### src/rtl/huffman_pkg.sv
// Shared types for the Huffman encoder back end: packer FSM states and the
// default-width FIFO entry layout.
package huffman_pkg;

  localparam int DEF_BIT_WIDTH = 8;
  localparam int DEF_NBITS_W   = $clog2(DEF_BIT_WIDTH + 1);

  typedef enum logic [1:0] {
    IDLE  = 2'd0,
    PACK  = 2'd1,
    DRAIN = 2'd2,
    DONE  = 2'd3
  } pack_state_e;

  // One buffered packed word at the default width.
  typedef struct packed {
    logic [DEF_BIT_WIDTH-1:0] word;
    logic                     last;
    logic [DEF_NBITS_W-1:0]   nbits;
  } pack_entry_t;

endpackage

### src/rtl/huffman_word_fifo.sv
// Synchronous show-ahead FIFO: the head entry is presented whenever the FIFO
// is not empty. DEPTH must be a power of two so the pointers wrap naturally.
module huffman_word_fifo #(
  parameter  int DEPTH = 4,
  parameter  int WIDTH = 8,
  localparam int AW    = $clog2(DEPTH)
) (
  input  logic             clk,
  input  logic             rst,
  input  logic             push,
  input  logic [WIDTH-1:0] push_data,
  input  logic             pop,
  output logic [WIDTH-1:0] head,
  output logic             full,
  output logic             empty,
  output logic [AW:0]      count
);

  logic [WIDTH-1:0] mem [DEPTH];
  logic [AW-1:0]    wr_ptr;
  logic [AW-1:0]    rd_ptr;
  logic             do_push;
  logic             do_pop;

  assign full    = (count == (AW+1)'(DEPTH));
  assign empty   = (count == '0);
  assign do_push = push && !full;
  assign do_pop  = pop && !empty;
  assign head    = mem[rd_ptr];

  // Storage array; contents need no reset because reads are gated by empty.
  always_ff @(posedge clk) begin
    if (do_push) mem[wr_ptr] <= push_data;
  end

  // Pointer and occupancy bookkeeping; simultaneous push/pop keeps count.
  always_ff @(posedge clk) begin
    if (rst) begin
      wr_ptr <= '0;
      rd_ptr <= '0;
      count  <= '0;
    end else begin
      if (do_push) wr_ptr <= wr_ptr + AW'(1);
      if (do_pop)  rd_ptr <= rd_ptr + AW'(1);
      case ({do_push, do_pop})
        2'b10:   count <= count + (AW+1)'(1);
        2'b01:   count <= count - (AW+1)'(1);
        default: count <= count;
      endcase
    end
  end

endmodule

### src/rtl/huffman_bit_packer.sv
// Packs the serial MSB-first code-bit stream into BIT_WIDTH-bit words,
// buffers them in a show-ahead FIFO and zero-pads the final partial word.
// Optional feature macro: HUFF_PACK_STATS_EN adds the total_bits_o counter.
module huffman_bit_packer
  import huffman_pkg::*;
#(
  parameter int BIT_WIDTH  = DEF_BIT_WIDTH,
  parameter int FIFO_DEPTH = 4,
  parameter int CNT_WIDTH  = 16
) (
  input  logic                             clk_i,
  input  logic                             rst_i,
  input  logic                             bit_valid_i,
  input  logic                             bit_i,
  input  logic                             last_i,
  output logic                             ready_o,
  output logic                             word_valid_o,
  output logic [BIT_WIDTH-1:0]             word_o,
  output logic                             word_last_o,
  output logic [$clog2(BIT_WIDTH+1)-1:0]   word_nbits_o,
  input  logic                             word_ready_i,
  output logic                             busy_o,
  output logic                             done_o
`ifdef HUFF_PACK_STATS_EN
  ,
  output logic [CNT_WIDTH-1:0]             total_bits_o
`endif
);

  localparam int FW = $clog2(BIT_WIDTH);
  localparam int NW = $clog2(BIT_WIDTH + 1);
  localparam int AW = $clog2(FIFO_DEPTH);
  localparam int EW = BIT_WIDTH + 1 + NW;
  localparam logic [FW-1:0] FILL_MAX = FW'(BIT_WIDTH - 1);

  typedef struct packed {
    logic [BIT_WIDTH-1:0] word;
    logic                 last;
    logic [NW-1:0]        nbits;
  } entry_t;

  pack_state_e          state, state_nxt;
  logic [FW-1:0]        fill;
  logic [BIT_WIDTH-1:0] sreg;
  logic [BIT_WIDTH-1:0] wnext;
  logic                 accept;
  logic                 push;
  logic                 pop;
  entry_t               push_ent;
  entry_t               head_ent;
  logic                 fifo_full;
  logic                 fifo_empty;
  logic [AW:0]          fifo_count;

  assign accept = bit_valid_i && ready_o;
  // A word leaves the shifter when it is full or the stream ends.
  assign push   = accept && ((fill == FILL_MAX) || last_i);
  assign pop    = !fifo_empty && word_ready_i;
  // Unfilled low bits of sreg are always zero, which gives the padding.
  assign wnext  = sreg | (BIT_WIDTH'(bit_i) << (FILL_MAX - fill));

  // Entry formed from the word including the bit accepted this cycle.
  always_comb begin
    push_ent.word  = wnext;
    push_ent.last  = last_i;
    push_ent.nbits = NW'(fill) + NW'(1);
  end

  huffman_word_fifo #(
    .DEPTH (FIFO_DEPTH),
    .WIDTH (EW)
  ) u_fifo (
    .clk       (clk_i),
    .rst       (rst_i),
    .push      (push),
    .push_data (push_ent),
    .pop       (pop),
    .head      (head_ent),
    .full      (fifo_full),
    .empty     (fifo_empty),
    .count     (fifo_count)
  );

  // Shift register and fill count; a push restarts the next word.
  always_ff @(posedge clk_i) begin
    if (rst_i || push) begin
      sreg <= '0;
      fill <= '0;
    end else if (accept) begin
      sreg <= wnext;
      fill <= fill + FW'(1);
    end
  end

  // State register.
  always_ff @(posedge clk_i) begin
    if (rst_i) state <= IDLE;
    else       state <= state_nxt;
  end

  // Next-state: DRAIN exits as soon as the FIFO is (or is about to be) empty
  // so done_o rises the cycle after the final pop.
  always_comb begin
    state_nxt = state;
    case (state)
      IDLE, DONE: if (accept) state_nxt = last_i ? DRAIN : PACK;
      PACK:       if (accept && last_i) state_nxt = DRAIN;
      DRAIN:      if (fifo_empty || (fifo_count == (AW+1)'(1) && pop)) state_nxt = DONE;
      default:    state_nxt = IDLE;
    endcase
  end

  // Outputs: handshake, status, and head word zeroed while nothing is valid.
  always_comb begin
    ready_o      = !rst_i && (state != DRAIN) && !fifo_full;
    busy_o       = (state == PACK) || (state == DRAIN);
    done_o       = (state == DONE);
    word_valid_o = !fifo_empty;
    word_o       = fifo_empty ? '0   : head_ent.word;
    word_last_o  = fifo_empty ? 1'b0 : head_ent.last;
    word_nbits_o = fifo_empty ? '0   : head_ent.nbits;
  end

`ifdef HUFF_PACK_STATS_EN
  // Accepted-bit counter; the first bit of a new stream restarts the count.
  always_ff @(posedge clk_i) begin
    if (rst_i) begin
      total_bits_o <= '0;
    end else if (accept) begin
      if (state == IDLE || state == DONE) total_bits_o <= CNT_WIDTH'(1);
      else if (total_bits_o != '1)        total_bits_o <= total_bits_o + CNT_WIDTH'(1);
    end
  end
`else
  // Counter width only matters when statistics are enabled.
  logic unused_cnt_width;
  assign unused_cnt_width = ^CNT_WIDTH;
`endif

endmodule

### config.mk
export PLATFORM = sky130hd
export DESIGN_NAME = huffman_bit_packer
export DESIGN_NICKNAME = d
export VERILOG_FILES = /design/src/rtl/huffman_pkg.sv /design/src/rtl/huffman_word_fifo.sv /design/src/rtl/huffman_bit_packer.sv
export SDC_FILE = /design/constraint.sdc
export NUM_CORES = 1
export LEC_CHECK = 0
export CAP_MARGIN = 20
export CORE_ASPECT_RATIO = 0.9
export CORE_MARGIN = 5
export CORE_UTILIZATION = 40
export DETAILED_ROUTE_END_ITERATION = 8
export PLACE_DENSITY = 0.57
export SYNTH_ARGS = -nofsm -noshare
export SYNTH_HDL_FRONTEND = slang
export SYNTH_SLANG_ARGS = --single-unit
### constraint.sdc
create_clock -name clk_i -period 3.85 [get_ports clk_i]
set_input_delay 1.155 -clock clk_i [delete_from_list [all_inputs] [get_ports clk_i]]
set_output_delay 1.155 -clock clk_i [all_outputs]
set_load 0.01 [all_outputs]
Yosys cells after proc, flatten, opt, wreduce, memory -nomap -nowiden
Memory sizes are Yosys's and may differ from the RTL's. A register that Yosys moved wholly into a read port is not among the register bits. Index checks and enable logic that the tools add are counted.

Input port bits: 6. Output and inout bits: 17. Memories: 1. Register bits: 20. Bits in writable memories: 52. Word-level logic and storage cells: 62.

Memory list: u_fifo.mem (words 4, bits a word 13, rd ports 1, clocked after memory_dff 1, wr ports 1, line huffman_word_fifo.sv:19) `logic [WIDTH-1:0] mem [DEPTH];`.

Bitwise gates (word level): 1. Add/subtract/negate cells: 7. Shifts and indexed selects: 1. Reductions and logical operators: 21. Mux-type cells: 13. Equal/unequal tests: 12.

Operator list (number): 2-to-1 mux 2 bit (6); logical AND 1 bit (9); 2-to-1 mux 8 bit (1); inequality test 2 bit, second input constant (4); OR 8 bit (1); left shift 1 x 3 -> 8 bit (1); adder 3 x 1 -> 3 bit, second input constant (2); == test 2 bit, second input constant (3); == test 3 bit, second input constant (2); case mux 2 bit (3 select lines) (1); case mux 3 bit (2 select lines) (1); adder 2 x 1 -> 2 bit, second input constant (2); adder 3 x 1 -> 4 bit, second input constant (1); == test 2 x 1 -> 1 bit, second input constant (2); logical OR 1 bit (4); 2-to-1 mux 4 bit (1); == test 3 x 1 -> 1 bit, second input constant (1); zero test 1 bit (3); zero test 3 bit (1); 2-to-1 mux 1 bit (3); AND reduction 3 bit (1); subtractor 3 x 1 -> 3 bit, second input constant (1); subtractor 3 bit, first input constant (1); zero test 2 bit (1); 2 further kinds (2).

Longest topological paths before layout
Depth after elaboration: 8. Mapped depth: 11. Gate-level depth less buffers: 11.

By module
Synthesis repeated with hierarchy kept, for this count alone.

Cells, all modules: 217. Area total of the unflattened synthesis: 3131.8 µm².

Modules (own cells, without submodules): huffman_word_fifo (cells each 121, seq. area each 1741.7 µm², times used 1, area each 2354.8 µm²); huffman_bit_packer (cells each 96, seq. area each 260.2 µm², times used 1, area each 777.0 µm²).

Worst setup path before layout
OpenSTA, ideal clock, no wires.

Kind: input to output. Start: in rst_i. End: out ready_o. Stages on the path: 3. Setup slack: 1.050 ns. Arrival time: 1.645 ns. Required time: 2.695 ns. Path buffers: 1. Path through: buf_6 a211o_1 clkinv_2.

Longest elaborated chain between the ends: 3.

RTL lines: from (decl) (line huffman_bit_packer.sv:12) `input logic rst_i,`; zero test 1 bit (line huffman_bit_packer.sv:115) `ready_o = !rst_i && (state != DRAIN) && !fifo_full;`; logical AND 1 bit (2 in a row) (line huffman_bit_packer.sv:115); to (decl) (line huffman_bit_packer.sv:16) `output logic ready_o,`.

Every way passes these cells.

Worst setup path in the final report
Same ends and word-level chain as after synthesis.

==> results.yml <==
status:
  status: "finished clean"
cts:
  h-tree-depth: 3
  worst_skew_pair.late_latency_ns: 0.34
  cts_resized: 0
  numCtsBuffers: 9
  clk_pin_slew_ns: 0.07
  cts_hold_repair.buffers: 0
  ctsRootBufferMaster: "clkbuf_8"
  cts_tree: "yes"
  clock_tree.buffer_depth: 2
  cts_sinks: 74
  postCtsSetupBuffers: 0
global_route:
  grt_max_degree: 18
  grt_first_pass_wirelength_um: 9577
  antenna_found_initial: 0
  overflow: 0
  grt_usage: 0.1278
  grt_pass1_vias: 1816
setup_path:
  crit_family: "buffers and inverters"
  worst_setup_path_end_kind: "output port"
  cp_slowest_cell: "clkdlybuf4s50_1"
  reg2reg_to: "u_fifo.count[2]"
  cp-start-kind: "primary input"
  critical_path_class: "in -> out"
  arrival_ns: 2.50
  r2r_start: "u_fifo.count[0]"
  startpoint: "rst_i"
  worstPathRequired_ns: 2.69
  critPathMaxStageDelay_ns: 0.53
  r2r_setup_slack_ns: 1.40
  cp_num_buf_inv: 3
  crit_top_cell: "clkdlybuf4s50_1"
  path_max_fanout: 2
  path_cells: "clkdlybuf4s50_1 > a211o_1 > clkinv_2 > clkdlybuf4s50_1"
  r2r_cells: 11
routing:
  routed.top_layer: "met4"
  vias: 1771
  drt-initial-drc-count: 52
  wl_met3_um: 202
  routedWlPerCell_um: 16.37
  wl_met1_um: 2667
  vias_per_cell: 5.060
  drtAntennaViolNets: 0
  drc_errors: 0
  wl_met2_um: 2784
  first_pass_iters: 4
  routed_wl_um: 5730
placement:
  numPlacedInstances: 335
  io_buffers: 22
  gp_congestion: 0.7300
  hpwl_um: 3765
sta:
  rsz0062_at_grt: "false"
  finalSetupTns_ns: 0
  period_share: 0.9489
  fin_crit_ns: 3.653
  finClkSkew_ns: 0.01033
  fmax_mhz: 273.7
  final-max-slew-violation-count: 0
  tightestPinTransition_ns: 0.7095
  relSlewSlack: 0.5263
  setup_viol: 0
  hold_viol: 0
synth:
  synth_top_area_frac: 0.4941
  ys_seq_elements: 74
  async_flop_share: 0
  synth_cell_types: 35
  ys.flop_type: "edfxtp_1"
  syn_nets: 239
  syn-cell-area_um2: 3161
  yosys-top-cells-area: "edfxtp_1, dfxtp_1, mux4_2, ha_1, and2_1"
  yosysTopAreaCell: "edfxtp_1"
  syn_inst: 219
  yosys_warnings: 0
  synth-edff-count: 52
  synth_seq_area_share: 0.6334
  syn-mean-instance-area_um2: 14.43
min_path:
  whs_path_depth: 2
  whs_endpoint: "sreg[0]"
  hold_class: "reg -> reg"
  worstHoldStart: "sreg[0]"
power_and_ir_drop:
  power_density_nw_per_um2: 628.2
  comb_power_share: 0.301
  p_clk_frac: 0.303
  pwr-share-seq: 0.396
  power.switching_uw: 650.2
  p_sw_frac: 0.2765
  internal-power_mw: 1.701
  vdd_drop_max_mv: 0.4227
  p_leak_nw: 1.368
final_layout:
  fin_nets: 270
  final_common_cell: "edfxtp_1"
  num_antenna_cells: 0
  multiInputGateArea_um2: 1056
  syn_to_final_growth_pct: 18.45
  seq_area_um2: 2002
  nFillCells: 668
  layout_common_cells: "edfxtp_1, nor2_1, dfxtp_1, clkdlybuf4s50_1, and2_1"
  layoutNonFillerInstCount: 350
  final_layout_size_suffix_gt1_frac: 0.1654
die:
  rows: 30
  fp.coreArea_um2: 7620
  dieArea_um2: 9781
  die_y_um: 94.33
  die_width_um: 103.7
  start_util: 0.4148
  pin_count: 23
flow_run:
  cap_violations: 0
synthesized netlist by cell type, types with 2 or more instances:
| library cell | n |
|---|---|
| edfxtp_1 | 52 |
| dfxtp_1 | 22 |
| nor2_1 | 22 |
| and2_1 | 18 |
| ha_1 | 14 |
| mux4_2 | 13 |
| a21oi_1 | 11 |
| inv_1 | 11 |
| a41o_1 | 6 |
| clkbuf_1 | 6 |
| nand2_1 | 4 |
| nand2b_1 | 4 |
| a31oi_1 | 3 |
| mux2i_1 | 3 |
| nand4_1 | 3 |
| xor2_1 | 3 |
| a211o_1 | 2 |
| a31o_2 | 2 |
| buf_4 | 2 |
| nor3_1 | 2 |
| xnor2_1 | 2 |
worst register-to-register path, cell delays in order (launching register included):
cell	delay, ns
dfxtp_1	0.39
inv_1	0.08
ha_1	0.21
a211o_1	0.34
clkinv_2	0.06
buf_4	0.14
nand2_2	0.09
nor2_4	0.16
inv_2	0.07
ha_1	0.34
or3_1	0.36
a21oi_1	0.14
layout make-up:
| type | instances | share of cell area |
|---|---|---|
| timing repair buffer | 29 | 0.07286 |
| clock buffer | 9 | 0.03309 |
| sequential | 74 | 0.5348 |
| multi-input combinational | 122 | 0.2821 |
| clock inverter | 6 | 0.03075 |
| tap | 96 | 0.03209 |
| inverter | 14 | 0.01437 |
power groups by stage:
stage	Sequential, mW	Combinational, mW	Clock (mW)
after floorplan	0.942	0.444	0
after global placement	0.948	0.722	0
after detailed placement	0.949	0.728	0
after CTS	0.932	0.730	0.728
after global routing	0.939	0.791	0.766
final	0.931	0.708	0.713
logic make-up (layout without fill, tap and decap cells):
family	Yosys count	after routing	synth area share
DFF	74	74	0.6334
and+or+nand+nor	59	59	0.09778
AOI/OAI and AO/OA	27	27	0.06136
buffers and inverters	23	58	0.03246
muxes	17	17	0.1057
adders and majority gates	14	14	0.05542
xor gates and xnor gates	5	5	0.01386
how the worst max path moves through the flow:
stage | to | slack (ns) | cells after the start
finish | ready_o | 0.20 | 4
global placement | ready_o | 0.21 | 4
floorplan | ready_o | 1.05 | 3
detailed placement | ready_o | 0.19 | 4
global route | ready_o | 0.16 | 4
CTS | ready_o | 0.19 | 4
per-stage QoR:
| stage | hold WS [ns] | utilization | power [mW] | area (um2) | setup slack [ns] |
|---|---|---|---|---|---|
| 3_3_place_gp | 0.4488 | 0.4599 | 1.670 | 3505 | 0.2149 |
| 2_1_floorplan | 0.4378 | - | 1.385 | 3161 | 1.050 |
| 4_1_cts | 0.4754 | 0.4913 | 2.390 | 3744 | 0.1861 |
| 6_report | 0.4725 | 0.4913 | 2.352 | 3744 | 0.1969 |
| 3_5_place_dp | 0.4579 | 0.4599 | 1.677 | 3505 | 0.1909 |
| 5_1_grt | 0.4992 | 0.4913 | 2.496 | 3744 | 0.1632 |
registers in the layout (all words and copies together), names as in the netlist, named ones only:
name	flops
fill	3
sreg	8
state	2
u_fifo.count	3
u_fifo.mem	52
u_fifo.rd_ptr	2
u_fifo.wr_ptr	2
per-layer routing:
layer / GRT usage / vias to the layer above
met2: 0.2091 / 28
met3: 0.04261 / 8
met5: 0 / -
met1: 0.1573 / 865
li1: - / 870
met4: 0.05070 / 0
(Power assumes the default switching activity.)
